File: src/rtl/chk_seq.sv
// Stream sink/checker for the sequence-generator protocol: regenerates the expected
// counter sequence, compares every accepted beat, counts beats/frames/errors/aborts.
module chk_seq #(
   parameter int W       = 16,
   parameter int BSY_OFF = 10,
   parameter int BSY_ON  = 2
) (
   input  logic         clk,
   input  logic         rst,
   input  logic [W-1:0] cnt_ini,
   input  logic [W-1:0] cnt_max,
   input  logic [W-1:0] cnt_inc,
   input  logic         bsy_en,
   input  logic [W-1:0] uc_d0,
   input  logic [3:0]   uc_mflags,
   output logic [1:0]   cu_sflags,
   output logic         err_pulse,
   output logic [15:0]  err_cnt,
   output logic [31:0]  beat_cnt,
   output logic [15:0]  frame_cnt,
   output logic [7:0]   abort_cnt
);

   localparam int PER = BSY_OFF + BSY_ON;
   localparam int PW  = (PER > 1) ? $clog2(PER) : 1;

   logic [PW-1:0] phase_q, phase_d;
   logic          bsy_q, bsy_d;
   logic [W-1:0]  exp_q, exp_d;
   logic          exp_first_q, exp_first_d;
   logic          bad_q, bad_d;
   logic          err_flag_q, err_flag_d;
   logic          err_pulse_q, err_pulse_d;
   logic [15:0]   err_cnt_q, err_cnt_d;
   logic [31:0]   beat_cnt_q, beat_cnt_d;
   logic [15:0]   frame_cnt_q, frame_cnt_d;
   logic [7:0]    abort_cnt_q, abort_cnt_d;

   logic          f_a, f_f, f_l, f_v;
   logic          acc, beat_ok, abort_ok;
   logic [W:0]    exp_sum;
   logic          exp_last;
   logic          mismatch;
   logic          frame_done;

   assign f_a = uc_mflags[3];
   assign f_f = uc_mflags[2];
   assign f_l = uc_mflags[1];
   assign f_v = uc_mflags[0];

   assign acc      = f_v & ~bsy_q;
   assign beat_ok  = acc & ~f_a;
   assign abort_ok = acc & f_a;

   // One extra bit so a sum past cnt_max is seen as "last" instead of wrapping.
   assign exp_sum  = {1'b0, exp_q} + {1'b0, cnt_inc};
   assign exp_last = exp_sum > {1'b0, cnt_max};

   assign mismatch   = beat_ok & ((uc_d0 != exp_q) | (f_f != exp_first_q) | (f_l != exp_last));
   assign frame_done = beat_ok & exp_last & ~bad_q & ~mismatch;

   // Backpressure phase runs freely; bsy is registered from the upcoming phase.
   always_comb begin
      phase_d = phase_q + 1'b1;
      if (phase_q == PW'(PER - 1)) begin
         phase_d = '0;
      end
      bsy_d = bsy_en && (BSY_ON != 0) && (int'(phase_d) >= BSY_OFF);
   end

   always_comb begin
      exp_d       = exp_q;
      exp_first_d = exp_first_q;
      bad_d       = bad_q;
      if (abort_ok) begin
         exp_d       = cnt_ini;
         exp_first_d = 1'b1;
         bad_d       = 1'b0;
      end else if (beat_ok) begin
         if (exp_last) begin
            exp_d       = cnt_ini;
            exp_first_d = 1'b1;
            bad_d       = 1'b0;
         end else begin
            exp_d       = exp_sum[W-1:0];
            exp_first_d = 1'b0;
            bad_d       = bad_q | mismatch;
         end
      end
   end

   always_comb begin
      err_pulse_d = mismatch;
      err_flag_d  = err_flag_q | mismatch;
      err_cnt_d   = err_cnt_q;
      if (mismatch && (err_cnt_q != 16'hFFFF)) begin
         err_cnt_d = err_cnt_q + 16'd1;
      end
      beat_cnt_d = beat_cnt_q;
      if (beat_ok) begin
         beat_cnt_d = beat_cnt_q + 32'd1;
      end
      frame_cnt_d = frame_cnt_q;
      if (frame_done) begin
         frame_cnt_d = frame_cnt_q + 16'd1;
      end
      abort_cnt_d = abort_cnt_q;
      if (abort_ok && (abort_cnt_q != 8'hFF)) begin
         abort_cnt_d = abort_cnt_q + 8'd1;
      end
   end

   always_ff @(posedge clk) begin
      if (rst) begin
         phase_q     <= '0;
         bsy_q       <= 1'b0;
         exp_q       <= cnt_ini;
         exp_first_q <= 1'b1;
         bad_q       <= 1'b0;
         err_flag_q  <= 1'b0;
         err_pulse_q <= 1'b0;
         err_cnt_q   <= '0;
         beat_cnt_q  <= '0;
         frame_cnt_q <= '0;
         abort_cnt_q <= '0;
      end else begin
         phase_q     <= phase_d;
         bsy_q       <= bsy_d;
         exp_q       <= exp_d;
         exp_first_q <= exp_first_d;
         bad_q       <= bad_d;
         err_flag_q  <= err_flag_d;
         err_pulse_q <= err_pulse_d;
         err_cnt_q   <= err_cnt_d;
         beat_cnt_q  <= beat_cnt_d;
         frame_cnt_q <= frame_cnt_d;
         abort_cnt_q <= abort_cnt_d;
      end
   end

   assign cu_sflags = {err_flag_q, bsy_q};
   assign err_pulse = err_pulse_q;
   assign err_cnt   = err_cnt_q;
   assign beat_cnt  = beat_cnt_q;
   assign frame_cnt = frame_cnt_q;
   assign abort_cnt = abort_cnt_q;

endmodule

File: config.mk
export PLATFORM = sky130hd
export DESIGN_NAME = chk_seq
export DESIGN_NICKNAME = d
export VERILOG_FILES = /design/src/rtl/chk_seq.sv
export SDC_FILE = /design/constraint.sdc
export NUM_CORES = 1
export LEC_CHECK = 0
export CAP_MARGIN = 10
export CELL_PAD_IN_SITES_DETAIL_PLACEMENT = 1
export CELL_PAD_IN_SITES_GLOBAL_PLACEMENT = 1
export CORE_MARGIN = 3
export CORE_UTILIZATION = 37
export CTS_CLUSTER_SIZE = 25
export DETAILED_ROUTE_END_ITERATION = 12
export PLACE_DENSITY_LB_ADDON = 0.12
export SETUP_SLACK_MARGIN = 0.3
export SLEW_MARGIN = 10
export SYNTH_ARGS = -nofsm -noshare
export SYNTH_HDL_FRONTEND = slang
export SYNTH_SLANG_ARGS = --single-unit
File: constraint.sdc
create_clock -name clk -period 8.6 [get_ports clk]
set_clock_uncertainty 0.2 [all_clocks]
set_input_delay 1.72 -clock clk [delete_from_list [all_inputs] [get_ports clk]]
set_output_delay 1.72 -clock clk [all_outputs]
set_load 0.05 [all_outputs]
==> Word-level counts from Yosys, hierarchy flattened <==
Index checks and enable logic that the tools add are counted.
Widths: inputs -> output; s select.
{ "word_totals": {"regBits": 97, "input_bits": 71, "wordCells": 52} }
{ "op_classes": {"add_sub_neg": 6, "order_cmp": 2, "eq_ne": 6, "n_mux": 7, "bitwise": 15, "reduce_logical": 5} }
{ "op_table": {"columns": ["op", "count"], "rows": [
  ["$mux 16", 4],
  ["$add 16x1->16 const B", 2],
  ["$add 32x1->32 const B", 1],
  ["$add 16x16->17", 1],
  ["$gt 17x16->1", 1],
  ["$ne 16x16->1", 1],
  ["$ne 16x16->1 const B", 1],
  ["$add 8x1->8 const B", 1],
  ["$ne 8x8->1 const B", 1],
  ["$and 1x1->1", 7],
  ["$add 4x1->4 const B", 1],
  ["$eq 4x4->1 const B", 1],
  ["$ge 4x4->1 const B", 1],
  ["$mux 4", 1],
  ["$not 1->1", 4],
  ["$or 1x1->1", 4],
  ["$logic_and 1x1->1", 3],
  ["$reduce_bool 3->1", 1],
  ["$mux 1", 2],
  ["$ne 1x1->1", 2],
  ["$reduce_or 2->1", 1]
]} }

==> Longest topological paths before layout <==
Gate-level depths: netlist of run 1.
{ "logic_depth": {"word_depth": 7, "mapped_depth": 20, "ltp_nobuf": 18} }

==> Least setup slack after synthesis of run 1 <==
OpenSTA, ideal clock, no wires.
{ "synth_path": {"kind": "input to register", "from": "input port cnt_inc[0]", "to": "register exp_q[10], data pin", "setup_ns": 0.260, "arrival_time_ns": 6.033, "required_ns": 8.140, "slack_ns": 2.107, "path_stages": 19, "path_cell_list": "ha_1 > fa_1 > a211oi_1 > o21ai_0 > a211oi_1 > nor2_1 > o41ai_1 > o21ai_0 > xor2_1 > ha_1 > nand4_2 > nor4_2 > a211oi_1 > a221oi_4 > nand2_1 > a211o_1 > buf_2 > buf_2 > mux2_2"} }
{ "synth_via": {"elab_chain_len": 6} }
{ "synth_lines": {"columns": ["item", "line", "source"], "rows": [
  ["from (decl)", "12", "input logic [W-1:0] cnt_inc,"],
  ["$add 16x16->17 (*)", "56", "assign exp_sum = {1'b0, exp_q} + {1'b0, cnt_inc};"],
  ["$gt 17x16->1", "57", "assign exp_last = exp_sum > {1'b0, cnt_max};"],
  ["$mux 16 (*)", "80", "if (exp_last) begin"],
  ["$mux 16 (*)", "79", "end else if (beat_ok) begin"],
  ["$mux 16 (*)", "75", "if (abort_ok) begin"],
  ["$mux 16 (*)", "114", "if (rst) begin"],
  ["to (signal assigned)", "117", "exp_q <= cnt_ini;"],
  ["to (signal assigned)", "129", "exp_q <= exp_d;"],
  ["to (decl)", "29", "logic [W-1:0] exp_q, exp_d;"]
]} }
Every way passes the cells marked *; elsewhere a longest branch is shown, timed or not. The select of a mux whose other input is x is not followed.
A chain may end at the register's enable or synchronous reset.

==> Worst setup path after layout of run 1 <==
{ "layout_path": {"from": "input port cnt_inc[0]", "to": "register exp_q[9], data pin"} }
Same word-level chain as after synthesis.

==> flow_metrics.tcl, run 1 <==
set metrics [dict create \
    drive_above_1_share_pct 7.15 \
    place_ws_ns 1.08 \
    crit_fanout 17 \
    fin_area_mm2 0.00757 \
    rsz0062_at_grt "no" \
    syn_area_mm2 0.00567 \
    start_util_pct 38.4 \
    p_comb_share_pct 35.0 \
    async_flop_share_pct 0 \
    cts-resized-gates 0 \
    drt-met1-wl_um 7160 \
    post-route-period-util_pct 83.1 \
    cp-startpoint "cnt_inc[0]" \
    synth-adder-area-share_pct 8.74 \
    grt_max_degree 86 \
    clock_latency_ns 0.34 \
    dpl-instance-area_mm2 0.00725 \
    fin_ws_ns 1.45 \
    syn_inst 638 \
    path_class "primary input to flop" \
    die_area_mm2 0.0168 \
    synth_flop_cell "dfxtp_1" \
    p_sw_share_pct 33.0 \
    rrSetupSlack_ns 2.83 \
    startpoint_type "primary input" \
    ant_nets 0 \
    wl_per_cell_um 17.1 \
    worst_pin_slew_ns 0.887 \
    r2r-start "exp_q[0]" \
    end_kind "flop" \
    gp_congestion 0.811 \
    cts_buffer_depth 2 \
    switching_power_mw 0.480 \
    outcome "complete, no violations" \
    setup_tns_ns 0 \
    cts_max_level 3 \
    via_count 5114 \
    slew_violations 0 \
    die_w_um 130 \
    grt_overflow 0 \
    antenna_found_initial 1 \
    clock_power_share_pct 29.2 \
    vdd_drop_max_v 0.000100 \
    wl_met3_um 661 \
    hold_viol 0 \
    drc 0 \
    min_period_ns 7.15 \
    ios 146 \
    post_cts_buffers 0 \
    cts_tree "built" \
    synth.mux.area_fraction_pct 4.46 \
    ys_warn_count 0 \
    grt_pass1_vias 5412 \
    drtPass1Iterations 5 \
    cpMostUsedCell "a211oi_1" \
    clk_pin_slew_worst_paths_ns 0.07 \
    hold_ws_ns 0.275 \
    fmax_ghz 0.140 \
    clock-sinks 97 \
    viasPerCell 5.28 \
    ys_seq_elements 97 \
    hold_buffers 0 \
    die_height_um 130 \
    cap_violations 0 \
    final-setup-viol-count 0 \
    seq_area_frac_synth_pct 37.1 \
    num-fill-cells 1708 \
    cts_made_buffers 9 \
    slowest_delay_ns 0.58 \
    core-area_mm2 0.0148 \
    wirelength_um 16600 \
    syn_area_per_cell_um2 8.88 \
    synth_edf_count 16 \
    synthToLayoutAreaGrowth_pct 33.6 \
    initialDrtViolationCount 176 \
    p_seq_share_pct 35.8 \
    synth_top_family_by_area "simple AND/OR/NAND/NOR gates" \
    synth_xor_area_share_pct 11.4 \
    power_density_mw_per_mm2 192 \
    total_power_mw 1.45 \
    track_usage_pct 19.8 \
    final_net_count 888 \
    wl_met2_um 8510 \
    p_int_mw 0.973 \
    relSlewSlack_pct 40.9 \
    synth-compound-area-share_pct 12.4 \
    synth-simple-area-share_pct 21.9 \
    rows 44 \
    crit_chain "clkdlybuf4s50_1 -> ha_1 -> fa_1 -> a211oi_1 -> o21ai_0 -> a211oi_1 -> nor2_1 -> o41ai_1 -> o21ai_0 -> xor2_1 -> ha_1 -> nand4_2 -> nor4_2 -> a211oi_1 -> a221oi_4 -> nand2_1 -> a211o_1 -> mux2_2" \
    hp-class "flop to flop" \
    p_leak_nw 2.84 \
    endpoint "exp_q[9]" \
    dp_hpwl_um 12800 \
    critPathRequiredTime_ns 8.49 \
    worst_ep_arrival_time_ns 7.04 \
    r2r_cells 17 \
    yosysUniqueCellTypes 62 \
    crit_slowest_cell "a211o_1" \
    clock-root-buffer "clkbuf_16" \
    synth_nets 748 \
    grt_pass1_wl_um 26700 \
    topRoutingLayerUsed "met4" \
    place.port_buffers 145 \
    regToRegEndpoint "exp_q[9]" \
]
==> cell usage after synthesis, types with 8 or more instances <==
cell       n  area, um^2
edfxtp_1  16         480
nand2_1   50         188
or3_1     13        81.3
nor2_1    80         300
clkbuf_1   9        33.8
o21ai_0   32         160
xnor2_1   36         315
and3_1    17         106
mux2_2    18         203
ha_1      38         475
nand4_1   22         138
nand3_1   23         115
a211oi_1   8        60.1
a21oi_1   38         190
inv_1     29         109
dfxtp_1   81        1620
xor2_1    38         333
==> worst max-delay path, delay by kind of cell <==
family                     cells  cell delay [ns]
AOI/OAI and AO/OA              8             2.52
adders and majority gates      3             1.03
and+or+nand+nor                4             0.76
buffers and inverters          1             0.41
muxes                          1             0.39
xor gates and xnor gates       1             0.19
==> layer usage <==
| layer | up-vias | track usage, % |
|---|---|---|
| met5 | - | 0 |
| met4 | 0 | 6.05 |
| met3 | 16 | 3.97 |
| met2 | 105 | 36.1 |
| met1 | 2462 | 23.3 |
| li1 | 2531 | - |
==> flip-flops by register name (all words and copies together) (netlist names), 4 cells and up <==
register / cells
abort_cnt: 8
beat_cnt: 32
err_cnt: 16
frame_cnt: 16
phase_q: 4
exp_q: 16
==> how the worst min path moves through the flow <==
stage                from    endpoint  slack, ns  cells past startpoint
2_1_floorplan  err_flag_q  err_flag_q       0.22                      2
3_3_place_gp        bad_q       bad_q       0.26                      2
3_5_place_dp        bad_q       bad_q       0.27                      2
4_1_cts             bad_q       bad_q       0.28                      2
5_1_grt        err_flag_q  err_flag_q       0.32                      2
6_report       err_flag_q  err_flag_q       0.28                      2
==> power groups by stage <==
stage                     Combinational, mW  Clock, mW  Sequential [mW]
final                                 0.509      0.424            0.520
after global routing                  0.563      0.458            0.524
after CTS                             0.513      0.438            0.521
after detailed placement              0.510          0            0.531
after global placement                0.487          0            0.530
after floorplan                       0.360          0            0.536
==> area by class of cell <==
cell class | instances | area [um^2] | share of cell area (%)
clock inverter | 2 | 13.8 | 0.182
multi-input combinational | 494 | 3340 | 44.2
inverter | 29 | 109 | 1.44
antenna | 1 | 2.50 | 0.0331
timing repair buffer | 147 | 1460 | 19.3
clock buffer | 14 | 307 | 4.05
tap | 184 | 230 | 3.04
sequential | 97 | 2100 | 27.8
==> through the flow <==
stage | util (%) | instances
finish | 51.3 | 968
global placement | 49.1 | 951
CTS | 51.3 | 967
floorplan | - | 638
global route | 51.3 | 967
detailed placement | 49.1 | 951
==> cell usage in the layout, fill, tap and decap left out, drive strengths merged, types with 19 or more instances in the layout <==
master and instances:
xor2 38, ha 38, or3 19, xnor2 36, nand4 23, dfxtp 81
inv 30, clkdlybuf4s50 144, nand3 23, a21oi 38, nor2 80, nand2 50
o21ai 32
==> cell families (layout without fill, tap and decap cells) <==
family	count (synthesis)	after routing
flops	97	97
other cells	0	1
buf+inv	47	192
compound gates	109	109
mux	23	23
simple gates	249	249
fa+ha+maj	39	39
xor+xnor	74	74
(Power assumes the default switching activity.)
==> inputs of run 2 (changes only) <==
Clock period 8.6 ns to 7.19 ns, I/O delays scaled along.
==> flow_metrics.tcl, run 2 (synthesized netlist as in run 1, its figures left out) <==
set metrics [dict create \
    initialDrtViolationCount 196 \
    fin_area_mm2 0.00762 \
    grt_max_degree 86 \
    cts_tree "built" \
    grt_overflow 0 \
    clock_latency_ns 0.35 \
    antenna_found_initial 1 \
    die_area_mm2 0.0168 \
    post-route-period-util_pct 91.0 \
    min_period_ns 6.54 \
    dp_hpwl_um 12900 \
    vdd_drop_max_v 0.000115 \
    final_common_cell "clkdlybuf4s50_1" \
    hold_buffers 0 \
    final-setup-viol-count 0 \
    rows 44 \
    end_kind "flop" \
    drive_above_1_share_pct 7.89 \
    num-fill-cells 1686 \
    synthToLayoutAreaGrowth_pct 34.4 \
    holdCritStartpoint "bad_q" \
    p_leak_nw 2.88 \
    cts_max_level 3 \
    power_density_mw_per_mm2 232 \
    place_ws_ns 0.193 \
    hp-class "flop to flop" \
    final_net_count 891 \
    dpl-instance-area_mm2 0.00728 \
    dp.cells 954 \
    cts_buffer_depth 2 \
    core-area_mm2 0.0148 \
    clock-root-buffer "clkbuf_16" \
    drtPass1Iterations 4 \
    r2r-start "exp_q[1]" \
    cap_violations 0 \
    drc 0 \
    critPathRequiredTime_ns 7.09 \
    place.port_buffers 145 \
    ios 146 \
    setup_tns_ns 0 \
    cts_made_buffers 9 \
    hold_viol 0 \
    crit_fanout 17 \
    gp_congestion 0.828 \
    wirelength_um 16800 \
    track_usage_pct 20.1 \
    slew_violations 0 \
    viasPerCell 5.31 \
    outcome "complete, no violations" \
    via_count 5153 \
    relSlewSlack_pct 40.2 \
    grt_pass1_wl_um 27000 \
    start_util_pct 38.4 \
    startpoint_type "primary input" \
    wl_per_cell_um 17.3 \
    fmax_ghz 0.153 \
    layout.cells.most_common_list "clkdlybuf4s50_1, dfxtp_1, nor2_1" \
    cp-startpoint "cnt_inc[1]" \
    worst_ep_arrival_time_ns 6.44 \
    largest_reg_flops 32 \
    fin_ws_ns 0.647 \
    die_height_um 130 \
    worst_pin_slew_ns 0.897 \
    clk_pin_slew_worst_paths_ns 0.07 \
    finalNonFillerCells 971 \
    grt_pass1_vias 5511 \
    die_w_um 130 \
    rsz0062_at_grt "no" \
    total_power_mw 1.77 \
    ant_nets 0 \
    path_class "primary input to flop" \
    clock-sinks 97 \
]
-- run 2: worst paths after layout --
check	slack, ns	cells past startpoint	end
setup / recovery	0.65	18	exp_q[15]
hold / removal	0.28	2	bad_q
setup reg to reg	1.75	17	exp_q[15]
hold reg to reg	0.28	2	bad_q
-- run 2: cell type report --
class	count	area, um^2	area share, %
well taps	184	230	3.02
clock buffers	11	253	3.32
diodes	1	2.50	0.0328
repair buffers	150	1500	19.6
flip-flops and latches	97	2100	27.6
inverters	29	109	1.43
multi-input cells	494	3370	44.2
clock inverters	5	61.3	0.805
-- run 2: worst max-delay path: stages --
cell             delay, ns
clkdlybuf4s50_1       0.48
ha_1                  0.33
a21oi_1               0.18
o21ai_0               0.20
o41a_1                0.39
a41o_1                0.28
o31ai_1               0.42
o21ai_0               0.21
xnor2_1               0.20
ha_1                  0.35
nand4_2               0.18
nor4_4                0.34
nand2_1               0.14
a221oi_4              0.34
nand2_1               0.16
a211o_1               0.33
buf_12                0.17
mux2_2                0.28
-- run 2: what timing repair did --
item | in CTS | in global routing
buffers inserted | 0 | 0
gates resized for setup | 0 | 4
endpoints found under the setup margin | 0 | 30
-- run 2: layer usage --
metal  vias to the layer above  GRT usage, %  share of wire, %
met5                         -             0                 0
met4                         0          7.03               1.6
met3                        18          3.89               4.7
met2                       105          37.4                51
met1                      2492          22.9                42
li1                       2538             -                 -
-- run 2: metrics by stage --
| stage | hold slack, ns | utilization [%] |
|---|---|---|
| after floorplan | 0.223 | - |
| after global placement | 0.256 | 49.4 |
| after detailed placement | 0.268 | 49.4 |
| after CTS | 0.279 | 51.5 |
| after global routing | 0.296 | 51.6 |
| final | 0.278 | 51.6 |
-- run 2: power by group --
| part | internal, mW | switching [mW] |
|---|---|---|
| clock | 0.291 | 0.217 |
| sequential | 0.594 | 0.0294 |
| combinational | 0.286 | 0.348 |
| total | 1.17 | 0.595 |
==> inputs of run 3 (changes only) <==
Settings changed: PLACE_DENSITY_LB_ADDON 0.12 to 0.1.
==> flow_metrics.tcl, run 3 (synthesized netlist as in run 1, its figures left out) <==
set metrics [dict create \
    grt_pass1_vias 5386 \
    rrSetupSlack_ns 1.74 \
    total_power_mw 1.71 \
    grt_overflow 0 \
    r2r_cells 18 \
    n_antenna_cell 0 \
    final-setup-viol-count 0 \
    cts_max_level 3 \
    worst_ep_arrival_time_ns 6.45 \
    power_density_mw_per_mm2 226 \
    worst_pin_slew_ns 0.878 \
    post-route-period-util_pct 91.2 \
    final_net_count 891 \
    critPathRequiredTime_ns 7.08 \
    core-area_mm2 0.0148 \
    met1_usage_pct 23.4 \
    gp_congestion 0.831 \
    post_cts_buffers 0 \
    clk_pin_slew_worst_paths_ns 0.07 \
    rsz0062_at_grt "yes" \
    ant_nets 0 \
    r2r-start "exp_q[0]" \
    viasPerCell 5.24 \
    wirelength_um 16400 \
    dp_hpwl_um 12800 \
    drive_above_1_share_pct 7.40 \
    cap_violations 0 \
    cts_tree "built" \
    min_period_ns 6.56 \
    clock-root-buffer "clkbuf_16" \
    p_leak_nw 2.85 \
    synthToLayoutAreaGrowth_pct 33.5 \
    slew_violations 0 \
    finalNonFillerCells 968 \
    largest_reg_flops 32 \
    grtUsageMet3_pct 3.85 \
    ios 146 \
    hold_end "err_flag_q" \
    path_class "primary input to flop" \
    antenna_found_initial 0 \
    relSlewSlack_pct 41.4 \
    vdd_drop_max_v 0.000112 \
    holdCritStartpoint "err_flag_q" \
    num-fill-cells 1709 \
    crit_fanout 17 \
    cts_made_buffers 9 \
    end_kind "flop" \
    layout.cells.most_common_list "clkdlybuf4s50_1, dfxtp_1, nor2_1" \
    met2_usage_pct 34.8 \
    die_area_mm2 0.0168 \
    final_common_cell "clkdlybuf4s50_1" \
    top_usage_layer "met2" \
    whs_path_depth 2 \
    via_count 5071 \
    place.port_buffers 145 \
    initialDrtViolationCount 218 \
    cts_buffer_depth 2 \
    rows 44 \
    drc 0 \
    die_w_um 130 \
    start_util_pct 38.4 \
    fin_ws_ns 0.633 \
    place_ws_ns 0.129 \
    hp-class "flop to flop" \
    cts-resized-gates 0 \
    fmax_ghz 0.153 \
    outcome "complete, no violations" \
    drtPass1Iterations 4 \
    grt_max_degree 82 \
    hold_viol 0 \
    wl_per_cell_um 17.0 \
    grt_pass1_wl_um 26500 \
    track_usage_pct 19.6 \
    setup_tns_ns 0 \
    dp.cells 954 \
    hold_buffers 0 \
    dpl-instance-area_mm2 0.00728 \
    fin_area_mm2 0.00757 \
    clock_latency_ns 0.34 \
    regToRegEndpoint "exp_q[10]" \
    die_height_um 130 \
    startpoint_type "primary input" \
    clock-sinks 97 \
]
run 3: changes by cell type in the layout (fill, tap and decap cells not counted), sizes merged:
cell / before / now
clkinv: 3 / 1
bufinv: 1 / 0
clkbuf: 11 / 12
diode: 1 / 0
run 3: stage by stage:
step	utilization, %	hold WS (ns)
global route	51.3	0.333
detailed placement	49.4	0.281
CTS	51.2	0.291
finish	51.3	0.287
global placement	49.4	0.253
floorplan	-	0.223
run 3: area by class of cell:
cell class | instances | area (um^2) | share of cell area (%)
timing repair buffer | 150 | 1500 | 19.8
inverter | 29 | 109 | 1.44
clock buffer | 12 | 268 | 3.54
clock inverter | 2 | 11.3 | 0.149
multi-input combinational | 494 | 3350 | 44.3
sequential | 97 | 2100 | 27.8
tap | 184 | 230 | 3.04
run 3: how the worst max path moves through the flow:
stage	slack [ns]	end	start	depth (start not counted)
4_1_cts	0.48	exp_q[5]	cnt_inc[0]	19
5_1_grt	0.30	frame_cnt[14]	cnt_inc[0]	20
2_1_floorplan	0.98	exp_q[10]	cnt_inc[0]	19
3_3_place_gp	0.28	exp_q[14]	cnt_inc[0]	19
6_report	0.63	exp_q[10]	cnt_inc[0]	19
3_5_place_dp	0.13	exp_q[5]	cnt_inc[0]	19
run 3: worst max-delay path: stages:
cell	delay (ns)
clkdlybuf4s50_1	0.42
ha_1	0.24
fa_1	0.42
a211oi_1	0.29
o21ai_0	0.24
a211oi_1	0.28
nor2_1	0.14
o41ai_2	0.36
o21ai_0	0.18
xor2_1	0.19
ha_1	0.35
nand4_2	0.14
nor4_2	0.33
a211oi_1	0.16
a221oi_4	0.34
nand2_1	0.16
a211o_1	0.33
buf_12	0.17
mux2_2	0.28
run 3: report_power, final:
part           total (mW)  internal [mW]  leakage (nW)  switching (mW)
clock network       0.463          0.261         0.140           0.201
logic               0.628          0.285          1.89           0.342
registers           0.623          0.594         0.817          0.0289
run 3: routing by layer:
| layer | vias up | part of all wire (%) |
|---|---|---|
| li1 | 2525 | - |
| met2 | 106 | 50 |
| met5 | - | 0 |
| met4 | 0 | 2.6 |
| met3 | 28 | 4.5 |
| met1 | 2412 | 43 |
